===== config.mk =====
export PLATFORM = sky130hd
export DESIGN_NAME = aud_src_sched_flat
export DESIGN_NICKNAME = d
export VERILOG_FILES = /design/src/rtl/aud_src_sched_if.sv /design/src/rtl/aud_src_sched.sv /design/src/flat_wrapper.sv
export SDC_FILE = /design/constraint.sdc
export NUM_CORES = 1
export LEC_CHECK = 0
export ABC_CLOCK_PERIOD_IN_PS = 1980
export BUFFER_PORTS_ARGS = -buffer_cell sky130_fd_sc_hd__clkbuf_2
export CAP_MARGIN = 20
export CELL_PAD_IN_SITES_DETAIL_PLACEMENT = 1
export CELL_PAD_IN_SITES_GLOBAL_PLACEMENT = 1
export CORE_UTILIZATION = 35
export CTS_CLUSTER_DIAMETER = 50
export DETAILED_ROUTE_END_ITERATION = 10
export PLACE_DENSITY_LB_ADDON = 0.1
export SYNTH_ARGS = -nofsm -noshare
export SYNTH_HDL_FRONTEND = slang
export SYNTH_SLANG_ARGS = --single-unit

===== constraint.sdc =====
create_clock -name clk -period 1.98 [get_ports clk]
set_input_delay 0.198 -clock clk [delete_from_list [all_inputs] [get_ports clk]]
set_output_delay 0.198 -clock clk [all_outputs]
set_load 0.02 [all_outputs]

===== src/rtl/aud_src_sched_if.sv =====
// -----------------------------------------------------------------------------
// aud_src_sched_if
// Bundles every source-side and transmitter-side signal of the playback sample
// scheduler so the scheduler and its neighbours connect through one port.
//
// Signals:
//   tx_done      : I2S transmitter consumed the current sample (1-cycle strobe)
//   line_data    : LINE_IN sample {L[15:0],R[15:0]}, always valid
//   tone_req     : alert tone requested (level)
//   tone_rd      : read strobe to the tone ROM
//   tone_data    : tone ROM word, valid one cycle after tone_rd
//   pcm_req      : CPU PCM stream requested (level)
//   pcm_valid    : PCM word available
//   pcm_data     : PCM word
//   pcm_ready    : PCM word accepted when pcm_valid && pcm_ready
//   aud_data     : registered sample towards the I2S transmitter
//   src_sel      : current grant, 0=LINE 1=TONE 2=PCM 3=GAP
//   underrun_cnt : saturating PCM underrun count
//
// Modports:
//   master : the surrounding sources and transmitter
//   slave  : the scheduler itself
// -----------------------------------------------------------------------------
interface aud_src_sched_if;
   logic        tx_done;
   logic [31:0] line_data;
   logic        tone_req;
   logic        tone_rd;
   logic [31:0] tone_data;
   logic        pcm_req;
   logic        pcm_valid;
   logic [31:0] pcm_data;
   logic        pcm_ready;
   logic [31:0] aud_data;
   logic [1:0]  src_sel;
   logic [15:0] underrun_cnt;

   modport master (
      output tx_done, line_data, tone_req, tone_data, pcm_req, pcm_valid, pcm_data,
      input  tone_rd, pcm_ready, aud_data, src_sel, underrun_cnt
   );

   modport slave (
      input  tx_done, line_data, tone_req, tone_data, pcm_req, pcm_valid, pcm_data,
      output tone_rd, pcm_ready, aud_data, src_sel, underrun_cnt
   );
endinterface


===== src/rtl/aud_src_sched.sv =====
// -----------------------------------------------------------------------------
// aud_src_sched
// Sample-slot scheduler for the WM8978 playback path. Shares the single 32-bit
// stereo DAC sample stream between LINE_IN passthrough, the ROM alert-tone
// generator and a CPU-fed PCM stream. The grant follows fixed priority
// (TONE > PCM > LINE) and every change of source is separated by GAP_SAMPLES
// zero samples so the DAC never jumps between unrelated waveforms.
// One sample is advanced per tx_done strobe; every sample, whatever its source,
// appears on aud_data exactly two cycles after its strobe.
//
// Parameters:
//   GAP_SAMPLES : zero samples emitted on each source switch (1..255)
//
// Ports:
//   clk   : system clock
//   rst_n : asynchronous active-low reset
//   bus   : aud_src_sched_if.slave, source/transmitter signals (see interface)
//
// Build option:
//   AUD_SCHED_UNDERRUN_CNT_EN : when defined, underrun_cnt counts PCM underruns
//                               (saturating at 16'hFFFF); otherwise it is tied
//                               to 16'd0. Underruns always produce 0 samples.
// -----------------------------------------------------------------------------
module aud_src_sched #(
   parameter int unsigned GAP_SAMPLES = 4
) (
   input  logic            clk,
   input  logic            rst_n,
   aud_src_sched_if.slave  bus
);

   // State encoding doubles as the src_sel encoding.
   typedef enum logic [1:0] {
      ST_LINE = 2'd0,
      ST_TONE = 2'd1,
      ST_PCM  = 2'd2,
      ST_GAP  = 2'd3
   } state_t;

   // The switching strobe itself emits the first zero, so the counter starts
   // one below the gap length and the gap ends on the strobe that finds it 0.
   localparam logic [7:0] GAP_LOAD = 8'(GAP_SAMPLES - 32'd1);

   state_t      state_r;
   state_t      state_nxt_s;
   state_t      desired_s;
   state_t      fetch_s;      // source fetched at this strobe; ST_GAP = zero
   logic [7:0]  gap_cnt_r;
   logic [7:0]  gap_cnt_nxt_s;
   logic [31:0] fetch_data_s;

   // Fetch stage: one entry per strobe, resolved into aud_data one cycle later.
   logic        stg_vld_r;
   logic        stg_tone_r;   // entry waits for tone_data from the ROM
   logic [31:0] stg_data_r;
   logic [31:0] aud_data_r;

   // Priority request decode.
   always_comb begin
      desired_s = ST_LINE;
      if (bus.tone_req) begin
         desired_s = ST_TONE;
      end else if (bus.pcm_req) begin
         desired_s = ST_PCM;
      end else begin
         desired_s = ST_LINE;
      end
   end

   // Next-state, gap counter and fetch decision; only strobes move anything.
   always_comb begin
      state_nxt_s   = state_r;
      gap_cnt_nxt_s = gap_cnt_r;
      fetch_s       = ST_GAP;
      if (bus.tx_done) begin
         case (state_r)
            ST_LINE, ST_TONE, ST_PCM: begin
               if (desired_s == state_r) begin
                  fetch_s = state_r;
               end else begin
                  state_nxt_s   = ST_GAP;
                  gap_cnt_nxt_s = GAP_LOAD;
                  fetch_s       = ST_GAP;
               end
            end
            ST_GAP: begin
               // Requests are ignored until the counter runs out; then the
               // new source is entered and fetched on the same strobe.
               if (gap_cnt_r != 8'd0) begin
                  gap_cnt_nxt_s = gap_cnt_r - 8'd1;
                  fetch_s       = ST_GAP;
               end else begin
                  state_nxt_s = desired_s;
                  fetch_s     = desired_s;
               end
            end
            default: begin
               state_nxt_s   = ST_LINE;
               gap_cnt_nxt_s = 8'd0;
               fetch_s       = ST_GAP;
            end
         endcase
      end else begin
         state_nxt_s   = state_r;
         gap_cnt_nxt_s = gap_cnt_r;
         fetch_s       = ST_GAP;
      end
   end

   // Sample value known at the strobe; tone samples are filled in next cycle.
   always_comb begin
      fetch_data_s = 32'd0;
      case (fetch_s)
         ST_LINE: begin
            fetch_data_s = bus.line_data;
         end
         ST_PCM: begin
            if (bus.pcm_valid) begin
               fetch_data_s = bus.pcm_data;
            end else begin
               fetch_data_s = 32'd0;
            end
         end
         default: begin
            fetch_data_s = 32'd0;
         end
      endcase
   end

   // State and gap counter registers.
   always_ff @(posedge clk or negedge rst_n) begin
      if (!rst_n) begin
         state_r   <= ST_LINE;
         gap_cnt_r <= 8'd0;
      end else begin
         state_r   <= state_nxt_s;
         gap_cnt_r <= gap_cnt_nxt_s;
      end
   end

   // Fetch stage register: remembers what this strobe fetched.
   always_ff @(posedge clk or negedge rst_n) begin
      if (!rst_n) begin
         stg_vld_r  <= 1'b0;
         stg_tone_r <= 1'b0;
         stg_data_r <= 32'd0;
      end else begin
         stg_vld_r  <= bus.tx_done;
         stg_tone_r <= bus.tx_done & (fetch_s == ST_TONE);
         if (bus.tx_done) begin
            stg_data_r <= fetch_data_s;
         end else begin
            stg_data_r <= stg_data_r;
         end
      end
   end

   // Output sample register: uniform two-cycle latency for every source.
   always_ff @(posedge clk or negedge rst_n) begin
      if (!rst_n) begin
         aud_data_r <= 32'd0;
      end else if (stg_vld_r) begin
         aud_data_r <= stg_tone_r ? bus.tone_data : stg_data_r;
      end else begin
         aud_data_r <= aud_data_r;
      end
   end

`ifdef AUD_SCHED_UNDERRUN_CNT_EN
   logic        underrun_s;
   logic [15:0] underrun_cnt_r;

   assign underrun_s = bus.tx_done & (fetch_s == ST_PCM) & ~bus.pcm_valid;

   // Saturating PCM underrun counter.
   always_ff @(posedge clk or negedge rst_n) begin
      if (!rst_n) begin
         underrun_cnt_r <= 16'd0;
      end else if (underrun_s && (underrun_cnt_r != 16'hFFFF)) begin
         underrun_cnt_r <= underrun_cnt_r + 16'd1;
      end else begin
         underrun_cnt_r <= underrun_cnt_r;
      end
   end

   assign bus.underrun_cnt = underrun_cnt_r;
`else
   assign bus.underrun_cnt = 16'd0;
`endif

   // Read/accept strobes follow the fetch decision so the first sample of a
   // new source is requested on the strobe that leaves the gap.
   assign bus.tone_rd   = bus.tx_done & (fetch_s == ST_TONE);
   assign bus.pcm_ready = bus.tx_done & (fetch_s == ST_PCM);
   assign bus.aud_data  = aud_data_r;
   assign bus.src_sel   = state_r;

endmodule

===== src/flat_wrapper.sv =====
// flat-port wrapper written by rule: the top's interface ports become plain ports
module aud_src_sched_flat 
#(
   parameter int unsigned GAP_SAMPLES = 4
)
  (clk, rst_n, bus_tx_done, bus_line_data, bus_tone_req, bus_tone_data, bus_pcm_req, bus_pcm_valid, bus_pcm_data, bus_tone_rd, bus_pcm_ready, bus_aud_data, bus_src_sel, bus_underrun_cnt);
  aud_src_sched_if bus_i ();
  input  logic clk;
  input  logic rst_n;
  input wire logic [$bits(bus_i.tx_done)-1:0] bus_tx_done;
  input wire logic [$bits(bus_i.line_data)-1:0] bus_line_data;
  input wire logic [$bits(bus_i.tone_req)-1:0] bus_tone_req;
  input wire logic [$bits(bus_i.tone_data)-1:0] bus_tone_data;
  input wire logic [$bits(bus_i.pcm_req)-1:0] bus_pcm_req;
  input wire logic [$bits(bus_i.pcm_valid)-1:0] bus_pcm_valid;
  input wire logic [$bits(bus_i.pcm_data)-1:0] bus_pcm_data;
  output wire logic [$bits(bus_i.tone_rd)-1:0] bus_tone_rd;
  output wire logic [$bits(bus_i.pcm_ready)-1:0] bus_pcm_ready;
  output wire logic [$bits(bus_i.aud_data)-1:0] bus_aud_data;
  output wire logic [$bits(bus_i.src_sel)-1:0] bus_src_sel;
  output wire logic [$bits(bus_i.underrun_cnt)-1:0] bus_underrun_cnt;
  assign bus_i.tx_done = bus_tx_done;
  assign bus_i.line_data = bus_line_data;
  assign bus_i.tone_req = bus_tone_req;
  assign bus_i.tone_data = bus_tone_data;
  assign bus_i.pcm_req = bus_pcm_req;
  assign bus_i.pcm_valid = bus_pcm_valid;
  assign bus_i.pcm_data = bus_pcm_data;
  assign bus_tone_rd = bus_i.tone_rd;
  assign bus_pcm_ready = bus_i.pcm_ready;
  assign bus_aud_data = bus_i.aud_data;
  assign bus_src_sel = bus_i.src_sel;
  assign bus_underrun_cnt = bus_i.underrun_cnt;
  aud_src_sched #(.GAP_SAMPLES(GAP_SAMPLES)) u_core (.clk(clk), .rst_n(rst_n), .bus(bus_i));
endmodule

=== Word-level counts from Yosys, hierarchy flattened ===
Index checks and enable logic that the tools add are counted.

* Bits in registers: 76
* Bits in latches: 0
* RAM bits: 0
* ROM bits: 0
* Bits of input ports: 102
* Output and inout port bits: 52
* Word-level logic and storage cells: 38
* Memories kept: 0

* $add $sub $neg: 1
* Multipliers: 0
* Divide/modulo/power cells: 0
* Order comparisons: 0
* Eq/ne operators: 9
* Shifts and indexed selects: 0
* Muxes and demuxes: 14
* Bitwise logic cells: 2
* Reduce and logical (&&, ||, !) cells: 6

{| class="wikitable"
|+ Operators with widths
! kind !! count
|-
| 32-bit two-way mux || 2
|-
| 32-bit case mux with 2 select lines || 1
|-
| 8-bit two-way mux || 2
|-
| 8-bit case mux with 2 select lines || 1
|-
| 2-bit two-way mux || 6
|-
| 2-bit case mux with 2 select lines || 2
|-
| 8-bit nonzero test || 1
|-
| 8-bit by 1-bit subtractor with 8-bit output (second input constant) || 1
|-
| 2-bit == test (second input constant) || 3
|-
| 2-bit by 1-bit == test with 1-bit output (second input constant) || 2
|-
| 2-bit logical NOT || 2
|-
| 2-bit inequality test (second input constant) || 2
|-
| 3-bit AND reduction || 1
|-
| 3-bit OR reduction || 1
|-
| 1-bit bitwise AND || 2
|-
| 2-bit == test || 1
|-
| 2-bit by 1-bit inequality test with 1-bit output (second input constant) || 1
|-
| 2-bit AND reduction || 1
|}

=== Longest topological paths before layout ===
* Depth after elaboration: 8
* Mapped depth: 7
* Mapped depth without buffers: 6

=== Least setup slack after synthesis ===
Ideal clock, no wire load.

* Kind: register to register
* Start point: register u_core.gap_cnt_r[0]
* End point: register u_core.gap_cnt_r[0]
* Library setup time: 0.119 ns
* Data arrival time: 1.697 ns
* Data required time: 1.861 ns
* Setup slack: 0.164 ns
* Stages on the path, launching flop included: 8
* Buffers on the path: 1
* Period minus slack after synthesis: 1.816 ns
* Cells stage by stage: dfrtp_1 > inv_1 > ha_1 > nor3b_2 > a21oi_1 > o31a_1 > buf_2 > o21a_1

* Longest elaborated chain between the ends: 3
* Elaborated cells on any way between the ends: 6
* Those cells by class: add/sub (1); eq/ne (1); mux (2); reduce/logical (2)

{| class="wikitable"
|+ Ends and longest elaborated chain
! item !! line !! source
|-
| start: declaration || aud_src_sched.sv:48 || <nowiki>logic [7:0] gap_cnt_r;</nowiki>
|-
| start signal: assignment || aud_src_sched.sv:137 || <nowiki>gap_cnt_r <= gap_cnt_nxt_s;</nowiki>
|-
| 8-bit by 1-bit subtractor with 8-bit output / 8-bit nonzero test (equally long branches) || aud_src_sched.sv:90, aud_src_sched.sv:89 ||
|-
| 8-bit two-way mux / 2-bit by 1-bit inequality test with 1-bit output (equally long branches) || - ||
|-
| 8-bit case mux with 2 select lines / 3-bit AND reduction (equally long branches) || - ||
|}

Parallel ways exist; a longest one is shown, timed or not. The select of a mux whose other input is x is not followed.
A chain may end at the register's enable or synchronous reset.

=== Worst setup path in the final report ===
* Start point: register u_core.gap_cnt_r[1]
* End point: register u_core.stg_data_r[1]

* Longest elaborated chain between the ends: 6
* Elaborated cells on any way between the ends: 7
* Those cells by class: eq/ne (1); mux (4); reduce/logical (2)

{| class="wikitable"
|+ Ends and longest elaborated chain
! item !! line !! source
|-
| 8-bit nonzero test (*) || aud_src_sched.sv:89 || <nowiki>if (gap_cnt_r != 8'd0) begin</nowiki>
|-
| 2-bit two-way mux (*) || aud_src_sched.sv:89 ||
|-
| 2-bit case mux with 2 select lines (*) || aud_src_sched.sv:76 || <nowiki>case (state_r)</nowiki>
|-
| 2-bit two-way mux (*) || aud_src_sched.sv:75 || <nowiki>if (bus.tx_done) begin</nowiki>
|-
| 2-bit == test / 2-bit logical NOT (equally long branches) || aud_src_sched.sv:113 || <nowiki>case (fetch_s)</nowiki>
|-
| 32-bit case mux with 2 select lines (*) || aud_src_sched.sv:113 ||
|-
| end signal: assignment || aud_src_sched.sv:151 || <nowiki>stg_data_r <= fetch_data_s;</nowiki>
|-
| end signal: assignment || aud_src_sched.sv:153 || <nowiki>stg_data_r <= stg_data_r;</nowiki>
|-
| end: declaration || aud_src_sched.sv:55 || <nowiki>logic [31:0] stg_data_r;</nowiki>
|}

Every way passes the cells marked *; elsewhere a longest branch is shown, timed or not.

==> metrics.json <==
{
  "worst_setup_path": {
    "critical_path.slowest_cell": "dfrtp_1",
    "r2r.worst_path.cells": 8,
    "path_class": "flip-flop to flip-flop",
    "worst_path_dominant_cell_family": "buffers and inverters",
    "crit_path_end_kind": "flip-flop",
    "critical_path.reg2reg.startpoint": "u_core.gap_cnt_r[1]$_DFFE_PN0P_",
    "crit_chain": "inv_1 -> ha_2 -> nor3b_4 -> buf_4 -> nand2_2 -> a211oi_4 -> buf_12 -> a221o_1",
    "worstPathBufferInverterCount": 3,
    "critical_path.reg2reg.endpoint": "u_core.stg_data_r[1]$_DFFE_PN0P_",
    "reg2reg_slack_ps": 80,
    "critPathRequiredTime_ps": 2280,
    "critical_path.startpoint_type": "flip-flop",
    "worst-endpoint-arrival_ps": 2200,
    "worst_path_largest_cell_delay_ps": 420,
    "path_max_fanout": 27
  },
  "floorplan": {
    "floorplan.io_pins": 154,
    "die_height_um": 106,
    "die-area_um2": 11200,
    "placementRows": 37,
    "start_util": 0.364,
    "die-width_um": 106,
    "floorplan_core_area_um2": 10400
  },
  "sta": {
    "relative_slew_margins": 0.625,
    "period_minus_slack_ps": 1900,
    "timing.fmax_mhz": 525,
    "layout_setup_ws_ps": 75.3,
    "finalHoldViolCount": 0,
    "timing.final.crit_share": 0.962,
    "skew_ps": 5.13,
    "setup_viol_count_final": 0,
    "fin_hold_ws_ps": 69.4,
    "worst-slew-pin-transition_ps": 561,
    "finalMaxSlewViolations": 0
  },
  "power": {
    "total_leakage_power_nw": 2.35,
    "power_density_relative_to_cell_area_nw_per_um2": 989,
    "power.ir.vdd_worst_v": 0.000573
  },
  "clock_tree": {
    "clockBufferDepth": 2,
    "clk-insertion-delay-late_ps": 360,
    "path_clk_slew_ps": 80,
    "cts.sinks": 76,
    "tritoncts": "yes",
    "clock_tree.root_cell": "clkbuf_8",
    "cts_inserted_buffers": 9,
    "cts_max_level": 3
  },
  "finish": {
    "num-fill-cells": 1217,
    "final_common_cell": "clkbuf_2",
    "n_antenna_cell": 0,
    "finalNonFillerCells": 637,
    "final_cell_mix": "clkbuf_2 (134), dfrtp_1 (74), a21oi_1 (41)",
    "design.final.nets": 599,
    "area.growth.synth_to_final_pct": 29.3,
    "drive_above_1_share": 0.379,
    "fin_util": 0.470
  },
  "detailed_routing": {
    "via_count": 3202,
    "drtIter0Drc": 112,
    "routed_wire_length_per_instance_um": 16.9,
    "initial_drt_pass_iterations": 4,
    "final_antenna_net_count": 0,
    "drcViolationCount": 0,
    "detail_route.wirelength_mm": 10.8,
    "route.detailed.vias_per_inst": 5.03
  },
  "place": {
    "place.detailed.instances": 617,
    "port_buffers": 137,
    "pre_cts_worst_setup_slack_ps": 26.5,
    "gp_congestion": 0.794,
    "post-dp-hpwl_mm": 7.62
  },
  "synth": {
    "postSynth.asyncResetShare": 1.00,
    "synth-warning-count": 0,
    "synth_area_um2": 3770,
    "netlist_instances": 354,
    "synth_seq_cells": 76,
    "ys_dominant_reg_cell": "dfrtp_1",
    "synth.avg_cell_area_um2": 10.7,
    "yosysUniqueCellTypes": 42,
    "synth_enable_flop_cells": 0,
    "synth-seq-area-share": 0.504
  },
  "grt": {
    "global_route.overflow_total": 0,
    "first_global_vias": 3377,
    "grt_start_max_net_pins": 40,
    "global_route.usage.total": 0.205,
    "antenna_found_initial": 0,
    "grt_pass1_wl_mm": 17.5
  },
  "min_path": {
    "holdPathEnd": "u_core.stg_data_r[28]$_DFFE_PN0P_",
    "hold_depth": 2,
    "holdCritStartpoint": "bus_pcm_data[28]",
    "worst_hold_path_type": "input port to flip-flop"
  },
  "status": {
    "status": "complete, no violations"
  },
  "run": {
    "cap_violations": 0
  }
}
power by group:
group / total [mW] / internal [mW] / switching, mW / leakage [nW]
Clock: 1.13 / 0.523 / 0.609 / 0.0876
Combinational: 1.66 / 0.728 / 0.928 / 1.28
Sequential: 2.03 / 1.79 / 0.241 / 0.982
Total: 4.82 / 3.05 / 1.78 / 2.35
metal layers:
| layer | up-vias | wire length [um] | GRT usage |
|---|---|---|---|
| li1 | 1531 | - | - |
| met1 | 1568 | 4840 | 0.271 |
| met4 | 0 | 168 | 0.0704 |
| met3 | 14 | 475 | 0.0390 |
| met2 | 89 | 5290 | 0.335 |
| met5 | - | 0 | 0 |
cell type report:
class                      instances  area, um2  area share
clock inverter                     5       36.3     0.00744
sequential                        76       1900       0.390
timing repair buffer             155        893       0.183
clock buffer                      11        151      0.0310
tap                              136        170      0.0349
multi-input combinational        244       1690       0.345
inverter                          10       37.5     0.00769
worst max-delay path by stage:
| stage | end | cells after the start | slack [ps] | start |
|---|---|---|---|---|
| finish | u_core.stg_data_r[1]$_DFFE_PN0P_ | 8 | 80 | u_core.gap_cnt_r[1]$_DFFE_PN0P_ |
| detailed placement | u_core.gap_cnt_r[0]$_DFFE_PN0P_ | 6 | 30 | u_core.gap_cnt_r[1]$_DFFE_PN0P_ |
| global placement | u_core.gap_cnt_r[0]$_DFFE_PN0P_ | 6 | 70 | u_core.gap_cnt_r[1]$_DFFE_PN0P_ |
| CTS | bus_pcm_ready | 6 | 10 | u_core.gap_cnt_r[1]$_DFFE_PN0P_ |
| floorplan | u_core.gap_cnt_r[0]$_DFFE_PN0P_ | 7 | 160 | u_core.gap_cnt_r[0]$_DFFE_PN0P_ |
| global route | bus_pcm_ready | 6 | -40 | u_core.gap_cnt_r[1]$_DFFE_PN0P_ |
repair_timing:
action                                  in CTS  in global routing
resized for setup                            2                  9
hold endpoints to repair                    37                  0
buffers inserted                             1                  2
endpoints found under the setup margin       2                 12
hold buffers                                 1                  0
pin swaps                                    0                  1
gates cloned                                 0                  0
state kept, by name, summed over array words and instances, names as in the netlist:
| signal | cells |
|---|---|
| u_core.stg_data_r | 32 |
| u_core.stg_vld_r | 1 |
| u_core.stg_tone_r | 1 |
| u_core.bus.src_sel | 2 |
| u_core.bus.aud_data | 32 |
| u_core.gap_cnt_r | 8 |
worst register-to-register path, stage by stage (launching register included):
cell	delay, ps
dfrtp_1	420
inv_1	80
ha_2	170
nor3b_4	240
buf_4	190
nand2_2	80
a211oi_4	270
buf_12	220
a221o_1	180
cell families (layout without fill, tap and decap cells):
| kind of cell | count (synthesis) | count (layout) | synth area share |
|---|---|---|---|
| AOI/OAI and AO/OA | 99 | 99 | 0.194 |
| xor gates and xnor gates | 1 | 1 | 0.00232 |
| adders and majority gates | 1 | 1 | 0.00332 |
| buffers and inverters | 49 | 181 | 0.0739 |
| DFF | 76 | 76 | 0.504 |
| muxes | 32 | 32 | 0.0849 |
| other | 1 | 16 | 0.000994 |
| and+or+nand+nor | 95 | 95 | 0.137 |
stage by stage:
step,cell area [um2],power (mW),setup TNS [ps]
final,4880,4.82,0
after global routing,4880,5.15,-250
after CTS,4830,4.80,0
after detailed placement,4620,3.63,0
after global placement,4620,3.57,0
after floorplan,3830,3.03,0
synthesized netlist by cell type (all sizes together) (2+ instances only):
cell type	count	area, um2
a211oi	2	27.5
a21oi	42	210
a221o	27	279
a22o	5	43.8
a22oi	5	37.5
a31oi	4	31.3
and2	2	12.5
buf	26	193
clkbuf	13	48.8
dfrtp	76	1900
inv	10	37.5
mux2i	32	320
nand2	7	28.8
nand2b	3	18.8
nand3	3	15.0
nor2	36	135
nor2b	33	206
nor3	5	25.0
nor3b	2	31.3
o21a	3	22.5
o22ai	5	31.3
No activity file was read; power rests on OpenSTA's default activity.
